## config.mk

```make
export PLATFORM = sky130hd
export DESIGN_NAME = instr_fetch_unit_flat
export DESIGN_NICKNAME = d
export VERILOG_FILES = /design/src/rtl/instr_fetch_unit_if.sv /design/src/rtl/instr_fetch_unit.sv /design/src/flat_wrapper.sv
export SDC_FILE = /design/constraint.sdc
export NUM_CORES = 1
export LEC_CHECK = 0
export CAP_MARGIN = 30
export CELL_PAD_IN_SITES_DETAIL_PLACEMENT = 2
export CELL_PAD_IN_SITES_GLOBAL_PLACEMENT = 2
export CORE_MARGIN = 2
export CORE_UTILIZATION = 33
export DETAILED_ROUTE_END_ITERATION = 10
export HOLD_SLACK_MARGIN = 0.06
export PLACE_DENSITY = 0.91
export RECOVER_POWER = 25
export SYNTH_ARGS = -nofsm -noshare
export SYNTH_HDL_FRONTEND = slang
export SYNTH_SLANG_ARGS = --single-unit
```

## constraint.sdc

```tcl
create_clock -name clk -period 6.3 [get_ports clk]
set_input_delay 0.945 -clock clk [delete_from_list [all_inputs] [get_ports clk]]
set_output_delay 0.945 -clock clk [all_outputs]
set_load 0.05 [all_outputs]
```

## src/rtl/instr_fetch_unit_if.sv

```systemverilog
// Fetch-stage bus: ROM address/data, redirect input and the decode-side handshake.
// The master modport is the fetch unit; slave is the surrounding core/ROM/decode.
interface instr_fetch_unit_if;
  logic [31:0] rom_addr;
  logic [31:0] rom_instr;
  logic        redirect_valid;
  logic [31:0] redirect_pc;
  logic        out_valid;
  logic        out_ready;
  logic [31:0] out_instr;
  logic [31:0] out_pc;
  logic        fetch_fault;

  modport master (
    output rom_addr,
    input  rom_instr,
    input  redirect_valid,
    input  redirect_pc,
    output out_valid,
    input  out_ready,
    output out_instr,
    output out_pc,
    output fetch_fault
  );

  modport slave (
    input  rom_addr,
    output rom_instr,
    output redirect_valid,
    output redirect_pc,
    input  out_valid,
    output out_ready,
    input  out_instr,
    input  out_pc,
    input  fetch_fault
  );
endinterface

```

## src/rtl/instr_fetch_unit.sv

```systemverilog
// RV32I fetch stage: drives the ROM address, queues {pc, instr} in a prefetch FIFO for decode.
// Define IFU_FAULT_CHECK_EN to enable range/misalignment checks with a sticky fault and HALT.
module instr_fetch_unit #(
  parameter logic [31:0] RESET_PC      = 32'h0000_0000,
  parameter int          FIFO_DEPTH    = 2,
  parameter int          ROM_WORD_SIZE = 256
) (
  input logic                clk,
  input logic                rst_n,
  instr_fetch_unit_if.master bus_io
);

  localparam int PW = $clog2(FIFO_DEPTH);
  localparam int CW = PW + 1;
  localparam logic [CW-1:0] DepthC   = CW'(FIFO_DEPTH);
  localparam logic [29:0]   RomWords = 30'(ROM_WORD_SIZE);
`ifdef IFU_FAULT_CHECK_EN
  localparam bit CheckEn = 1'b1;
`else
  localparam bit CheckEn = 1'b0;
`endif

  typedef enum logic {RUN, HALT} state_e;

  state_e          state_q, state_d;
  logic [31:0]     fetchPc_q, fetchPc_d;
  logic [CW-1:0]   count_q, count_d;
  logic [PW-1:0]   head_q, head_d, tail_q, tail_d;
  logic            fault_q, fault_d;
  logic [31:0]     memPc    [FIFO_DEPTH];
  logic [31:0]     memInstr [FIFO_DEPTH];
  logic            outValid, pop, push, flush, rangeFault, misalign;

  assign outValid   = (count_q != '0);
  assign pop        = outValid & bus_io.out_ready;
  assign rangeFault = CheckEn && (fetchPc_q[31:2] >= RomWords);
  assign misalign   = CheckEn && (bus_io.redirect_pc[1:0] != 2'b00);

  always_comb begin
    state_d   = state_q;
    fetchPc_d = fetchPc_q;
    count_d   = count_q;
    head_d    = head_q;
    tail_d    = tail_q;
    fault_d   = fault_q;
    push      = 1'b0;
    flush     = 1'b0;
    case (state_q)
      RUN: begin
        if (bus_io.redirect_valid) begin
          flush     = 1'b1;
          fetchPc_d = bus_io.redirect_pc;
          if (misalign) begin
            state_d = HALT;
            fault_d = 1'b1;
          end
        end else if (rangeFault) begin
          state_d = HALT;
          fault_d = 1'b1;
        end else begin
          push = (count_q < DepthC) || pop;
        end
      end
      default: ;
    endcase
    // A redirect discards any same-cycle pop; otherwise push/pop update independently.
    if (flush) begin
      count_d = '0;
      head_d  = '0;
      tail_d  = '0;
    end else begin
      if (push) begin
        tail_d    = tail_q + PW'(1);
        fetchPc_d = fetchPc_q + 32'd4;
      end
      if (pop) begin
        head_d = head_q + PW'(1);
      end
      count_d = count_q + CW'(push) - CW'(pop);
    end
  end

  always_ff @(posedge clk or negedge rst_n) begin
    if (!rst_n) begin
      state_q   <= RUN;
      fetchPc_q <= RESET_PC;
      count_q   <= '0;
      head_q    <= '0;
      tail_q    <= '0;
      fault_q   <= 1'b0;
    end else begin
      state_q   <= state_d;
      fetchPc_q <= fetchPc_d;
      count_q   <= count_d;
      head_q    <= head_d;
      tail_q    <= tail_d;
      fault_q   <= fault_d;
    end
  end

  always_ff @(posedge clk) begin
    if (push) begin
      memPc[tail_q]    <= fetchPc_q;
      memInstr[tail_q] <= bus_io.rom_instr;
    end
  end

  assign bus_io.rom_addr    = fetchPc_q;
  assign bus_io.out_valid   = outValid;
  assign bus_io.out_pc      = outValid ? memPc[head_q] : '0;
  assign bus_io.out_instr   = outValid ? memInstr[head_q] : '0;
  assign bus_io.fetch_fault = CheckEn & fault_q;

endmodule

```

## src/flat_wrapper.sv

```systemverilog
// flat-port wrapper written by rule: the top's interface ports become plain ports
module instr_fetch_unit_flat 
#(
  parameter logic [31:0] RESET_PC      = 32'h0000_0000,
  parameter int          FIFO_DEPTH    = 2,
  parameter int          ROM_WORD_SIZE = 256
)
  (clk, rst_n, bus_io_rom_addr, bus_io_rom_instr, bus_io_redirect_valid, bus_io_redirect_pc, bus_io_out_valid, bus_io_out_ready, bus_io_out_instr, bus_io_out_pc, bus_io_fetch_fault);
  instr_fetch_unit_if bus_io_i ();
  input logic clk;
  input logic rst_n;
  output wire logic [$bits(bus_io_i.rom_addr)-1:0] bus_io_rom_addr;
  input wire logic [$bits(bus_io_i.rom_instr)-1:0] bus_io_rom_instr;
  input wire logic [$bits(bus_io_i.redirect_valid)-1:0] bus_io_redirect_valid;
  input wire logic [$bits(bus_io_i.redirect_pc)-1:0] bus_io_redirect_pc;
  output wire logic [$bits(bus_io_i.out_valid)-1:0] bus_io_out_valid;
  input wire logic [$bits(bus_io_i.out_ready)-1:0] bus_io_out_ready;
  output wire logic [$bits(bus_io_i.out_instr)-1:0] bus_io_out_instr;
  output wire logic [$bits(bus_io_i.out_pc)-1:0] bus_io_out_pc;
  output wire logic [$bits(bus_io_i.fetch_fault)-1:0] bus_io_fetch_fault;
  assign bus_io_rom_addr = bus_io_i.rom_addr;
  assign bus_io_i.rom_instr = bus_io_rom_instr;
  assign bus_io_i.redirect_valid = bus_io_redirect_valid;
  assign bus_io_i.redirect_pc = bus_io_redirect_pc;
  assign bus_io_out_valid = bus_io_i.out_valid;
  assign bus_io_i.out_ready = bus_io_out_ready;
  assign bus_io_out_instr = bus_io_i.out_instr;
  assign bus_io_out_pc = bus_io_i.out_pc;
  assign bus_io_fetch_fault = bus_io_i.fetch_fault;
  instr_fetch_unit #(.RESET_PC(RESET_PC), .FIFO_DEPTH(FIFO_DEPTH), .ROM_WORD_SIZE(ROM_WORD_SIZE)) u_core (.clk(clk), .rst_n(rst_n), .bus_io(bus_io_i));
endmodule
```

# Word-level counts from Yosys, hierarchy flattened
# Memories as Yosys holds them, arrays and structs flattened.
# Cells that the tools add are included.
# op_classes
addsub	5
n_lt_le_gt_ge	1
muxes	18
n_bitwise	1
reduce_logical	4
# op_table
operator	n
$mux 32	6
$add 32x3->32 const B	1
$mux 1	11
$reduce_bool 2->1	3
$add 1x1->1 const B	2
$add 2x1->2	1
$lt 2x2->1 const B	1
$mux 2	1
$sub 2x1->2	1
$and 1x1->1	1
$logic_or 1x1->1	1
# totals
ff_bits	37
ram_bits	128
in_bits	68
out_inout_bits	98
word_cells	36
memories	2
# mem_list
memory	words	word_bits	read_ports	rd_ports_with_merged_regs	wr	line	rtl
u_core.memInstr	2	32	1	0	1	instr_fetch_unit.sv:31	logic [31:0] memInstr [FIFO_DEPTH];
u_core.memPc	2	32	1	0	1	instr_fetch_unit.sv:30	logic [31:0] memPc [FIFO_DEPTH];

# Longest topological paths before layout
# depth
ltp_word	8
depth_mapped	8
mapped_depth_nobuf	8

# Least setup slack after synthesis
# OpenSTA, ideal clock, no wires.
# synth_path
kind	input to register
start	in bus_io_redirect_valid
end	mem u_core.memInstr[0][0] (enable)
setup_time_ns	0.565
arrival_ns	5.741
t_required_ns	5.735
slack_ns	-0.006
cell_stages	3
n_path_buf	2
cell_sequence	clkbuf_1 -> buf_1 -> nor3_1
# synth_between
elab_chain_len	4
# synth_lines
element	line	rtl
from (decl)	flat_wrapper.sv:14	input wire logic [$bits(bus_io_i.redirect_valid)-1:0] bus_io_redirect_valid;
$mux 1	instr_fetch_unit.sv:50	if (bus_io.redirect_valid) begin
$mux 1	instr_fetch_unit.sv:48	case (state_q)
$mux 1	instr_fetch_unit.sv:102	if (push) begin
$mux 1 (implied by the code)	instr_fetch_unit.sv:104	memInstr[tail_q] <= bus_io.rom_instr;
to (decl)	instr_fetch_unit.sv:31	
# No other way between the ends.

# Final worst setup path
# layout_path
start	reg u_core.head_q
end	out bus_io_out_pc[13]
# layout_between
elab_chain_len	2
# layout_lines
element	line	rtl
from (decl)	instr_fetch_unit.sv:28	logic [PW-1:0] head_q, head_d, tail_q, tail_d;
from (signal assigned)	instr_fetch_unit.sv:88	head_q <= '0;
from (signal assigned)	instr_fetch_unit.sv:95	head_q <= head_d;
$mem_v2 2x32	--	
$mux 32	instr_fetch_unit.sv:110	assign bus_io.out_pc = outValid ? memPc[head_q] : '0;
to (decl)	flat_wrapper.sv:19	output wire logic [$bits(bus_io_i.out_pc)-1:0] bus_io_out_pc;
# No other way between the ends.

==> flow_metrics.py <==
metrics = {
    "route": {
        "vias": 5011,
        "drt_iter0_markers": 283,
        "routed_wl_mm": 21.1,
        "wl_per_cell_um": 21.7,
        "drc": 0,
        "routed_via_density": 5.14,
        "drtPass1Iterations": 4,
        "antenna_left": 0,
    },
    "power": {
        "internal-power_uw": 2530,
        "p_comb_frac": 0.418,
        "p_sw_uw": 1780,
        "sequentialPowerShare": 0.339,
        "ir_drop_mv": 0.235,
        "power.total_uw": 4310,
        "p_sw_frac": 0.413,
        "pwr-share-clk": 0.243,
        "leakage_uw": 0.00327,
        "powerDensity_mw_per_mm2": 453,
    },
    "worst_setup_path": {
        "startpoint_type": "flip-flop",
        "critPathTopFamily": "buffers and inverters",
        "criticalPathCategory": "flip-flop to output pin",
        "crit_fanout": 38,
        "slowest_stage": "clkdlybuf4s50_1",
        "cp.arrival_ps": 2720,
        "critPathRequiredTime_ps": 5350,
        "critPathMaxStageDelay_ps": 860,
        "cp_num_buf_inv": 2,
        "crit_path_end_kind": "output pin",
        "path_cells": "buf_16 > mux2i_1 > nor2_1 > clkdlybuf4s50_1",
    },
    "logic_synthesis": {
        "syn_nets": 599,
        "synthesis.instances": 528,
        "synth.cell_area_mm2": 0.00703,
        "synth_ff_type": "edfxtp_1",
        "synth_edf_count": 128,
        "ys_seq_area_frac": 0.675,
        "ys_warn_count": 0,
        "ys_ff_latch": 164,
        "synth_async_sr_flop_share": 0.220,
        "ys_types": 44,
        "syn_avg_cell_area_um2": 13.3,
    },
    "cells_and_area": {
        "design_area_mm2": 0.00953,
        "fin_nets": 755,
        "syn2layout_area_growth_pct": 35.6,
        "final_cells": 975,
        "final_common_cell": "clkdlybuf4s50_1",
        "layout-drive-gt1-share": 0.0717,
        "layout_common_cells": "141 x clkdlybuf4s50_1, 128 x edfxtp_1, 87 x nor2_1",
    },
    "global_route": {
        "antenna_found_initial": 3,
        "grt_usage": 0.191,
        "overflow": 0,
        "grt_max_degree": 66,
        "grt_pass1_wl_mm": 32.3,
        "grt_pass1_vias": 5618,
    },
    "clock_network": {
        "clock_latency_ps": 430,
        "ctsHoldBuffers": 0,
        "cts_sinks": 164,
        "cts_resized": 0,
        "post_cts_buffers": 0,
        "cts_tree": "built",
        "htreeDepth": 4,
        "numCtsBuffers": 17,
        "clkTransAtPathRegs_ps": 60,
        "clock_path_buffers": 2,
        "clockRootBuffer": "clkbuf_16",
    },
    "timing": {
        "period_share": 0.582,
        "setup_viol": 0,
        "hold_viol": 0,
        "slew_headroom": 0.334,
        "final.setup.tns_ps": 0,
        "maxSlewViolCount": 0,
        "rsz0062_at_grt": "no",
        "finClkSkew_ps": 10.7,
        "fin_ws_ps": 2630,
        "tightest_slew_ps": 991,
        "period_needed_ps": 3670,
        "max_clock_freq_ghz": 0.273,
    },
    "floorplanning": {
        "fp.dieW_um": 150,
        "rows": 53,
        "coreArea_mm2": 0.0210,
        "start_util": 0.335,
        "dieArea_mm2": 0.0225,
        "die_y_um": 150,
        "io_pins": 166,
    },
    "placement": {
        "port_buffers": 164,
        "preCtsSetupSlack_ps": 2790,
        "gp_congestion": 0.778,
        "dpl_cell_area_mm2": 0.00893,
        "hpwl_mm": 14.0,
        "placed_cells": 940,
    },
    "outcome": {
        "run_status": "finished clean",
    },
    "min_path": {
        "hold_class": "flip-flop to flip-flop",
    },
    "run": {
        "max_cap_violations": 0,
    },
}
[final timing paths]
kind / startpoint / endpoint / slack, ps / cells past startpoint
min: u_core.bus_io.rom_addr[0] / u_core.memPc[1][0] / 520 / 0
min reg2reg: u_core.bus_io.rom_addr[0] / u_core.memPc[1][0] / 520 / 0
max reg2reg: u_core.count_q[1] / u_core.bus_io.rom_addr[31] / 3880 / 4
max: u_core.head_q / bus_io_out_pc[13] / 2630 / 4
min in group asynchronous: rst_n / u_core.bus_io.rom_addr[30] / 640 / 1
max in group asynchronous: rst_n / u_core.head_q / 5010 / 1
[through the flow]
| step | hold WS [ps] | util |
|---|---|---|
| floorplan | 543 | - |
| global placement | 484 | 0.425 |
| detailed placement | 498 | 0.426 |
| CTS | 519 | 0.454 |
| global route | 529 | 0.454 |
| finish | 518 | 0.455 |
[synth_stat cells, types with 2 or more instances]
| library cell | instances | area [µm²] |
|---|---|---|
| a221o_1 | 2 | 20.0 |
| edfxtp_1 | 128 | 3840 |
| and3_2 | 2 | 15.0 |
| or4_1 | 12 | 90.1 |
| xnor2_1 | 5 | 43.8 |
| and2_1 | 3 | 18.8 |
| dfrtp_1 | 36 | 901 |
| o311a_1 | 2 | 20.0 |
| o31ai_1 | 9 | 67.6 |
| ha_1 | 3 | 37.5 |
| nand4_1 | 19 | 119 |
| nor2_1 | 88 | 330 |
| a311o_1 | 4 | 40.0 |
| and3_1 | 4 | 25.0 |
| a31oi_1 | 13 | 81.3 |
| or3_1 | 7 | 43.8 |
| nor2b_1 | 3 | 18.8 |
| mux2_2 | 2 | 22.5 |
| clkbuf_8 | 2 | 27.5 |
| buf_2 | 3 | 15.0 |
| xor2_1 | 7 | 61.3 |
| o21ai_0 | 14 | 70.1 |
| inv_1 | 11 | 41.3 |
| clkbuf_1 | 19 | 71.3 |
| nor3_1 | 5 | 25.0 |
| nand2_1 | 23 | 86.3 |
| mux2i_1 | 65 | 651 |
| nor4_1 | 3 | 18.8 |
| nand3_1 | 15 | 75.1 |
| buf_1 | 5 | 18.8 |
[registers in the layout, indices dropped and copies added (netlist names)]
name	count
u_core.count_q	2
u_core.bus_io.rom_addr	32
u_core.tail_q	1
u_core.head_q	1
u_core.memPc	64
u_core.memInstr	64
[layer usage]
metal | track usage | vias up | share of wire
met5 | 0 | - | 0
met4 | 0.0660 | 0 | 0.016
met3 | 0.0512 | 31 | 0.065
met2 | 0.329 | 183 | 0.51
met1 | 0.231 | 2516 | 0.41
li1 | - | 2281 | -
[power by group through the flow]
stage | logic, µW | registers (µW) | clock network [µW]
finish | 1800 | 1460 | 1050
global route | 1900 | 1480 | 1110
CTS | 1830 | 1460 | 1080
detailed placement | 1820 | 1480 | 0
global placement | 1730 | 1510 | 0
floorplan | 1150 | 1490 | 0
[kinds of logic after synthesis]
group                    synth area share
AND/OR/NAND/NOR                     0.136
other                            0.000534
adder cells (fa/ha/maj)           0.00534
AO/OA/AOI/OAI                      0.0447
multiplexers                       0.0958
flip-flops                          0.675
buffers and inverters              0.0274
XOR/XNOR                           0.0150
[worst reg2reg max path, cell delays in order (launching register included)]
cell	delay [ps]
dfrtp_1	440
nand2b_1	570
nand4_1	490
or4_1	630
a31oi_1	200
[area by class of cell]
class / count / area (µm²)
Fill cell: 2083 / 11400
Sequential cell: 164 / 4750
Multi-Input combinational cell: 322 / 2110
Timing Repair Buffer: 168 / 1680
Clock buffer: 18 / 429
Tap cell: 275 / 344
Clock inverter: 14 / 161
Inverter: 11 / 41.3
Antenna cell: 3 / 7.51
No activity file was read; power rests on OpenSTA's default activity.
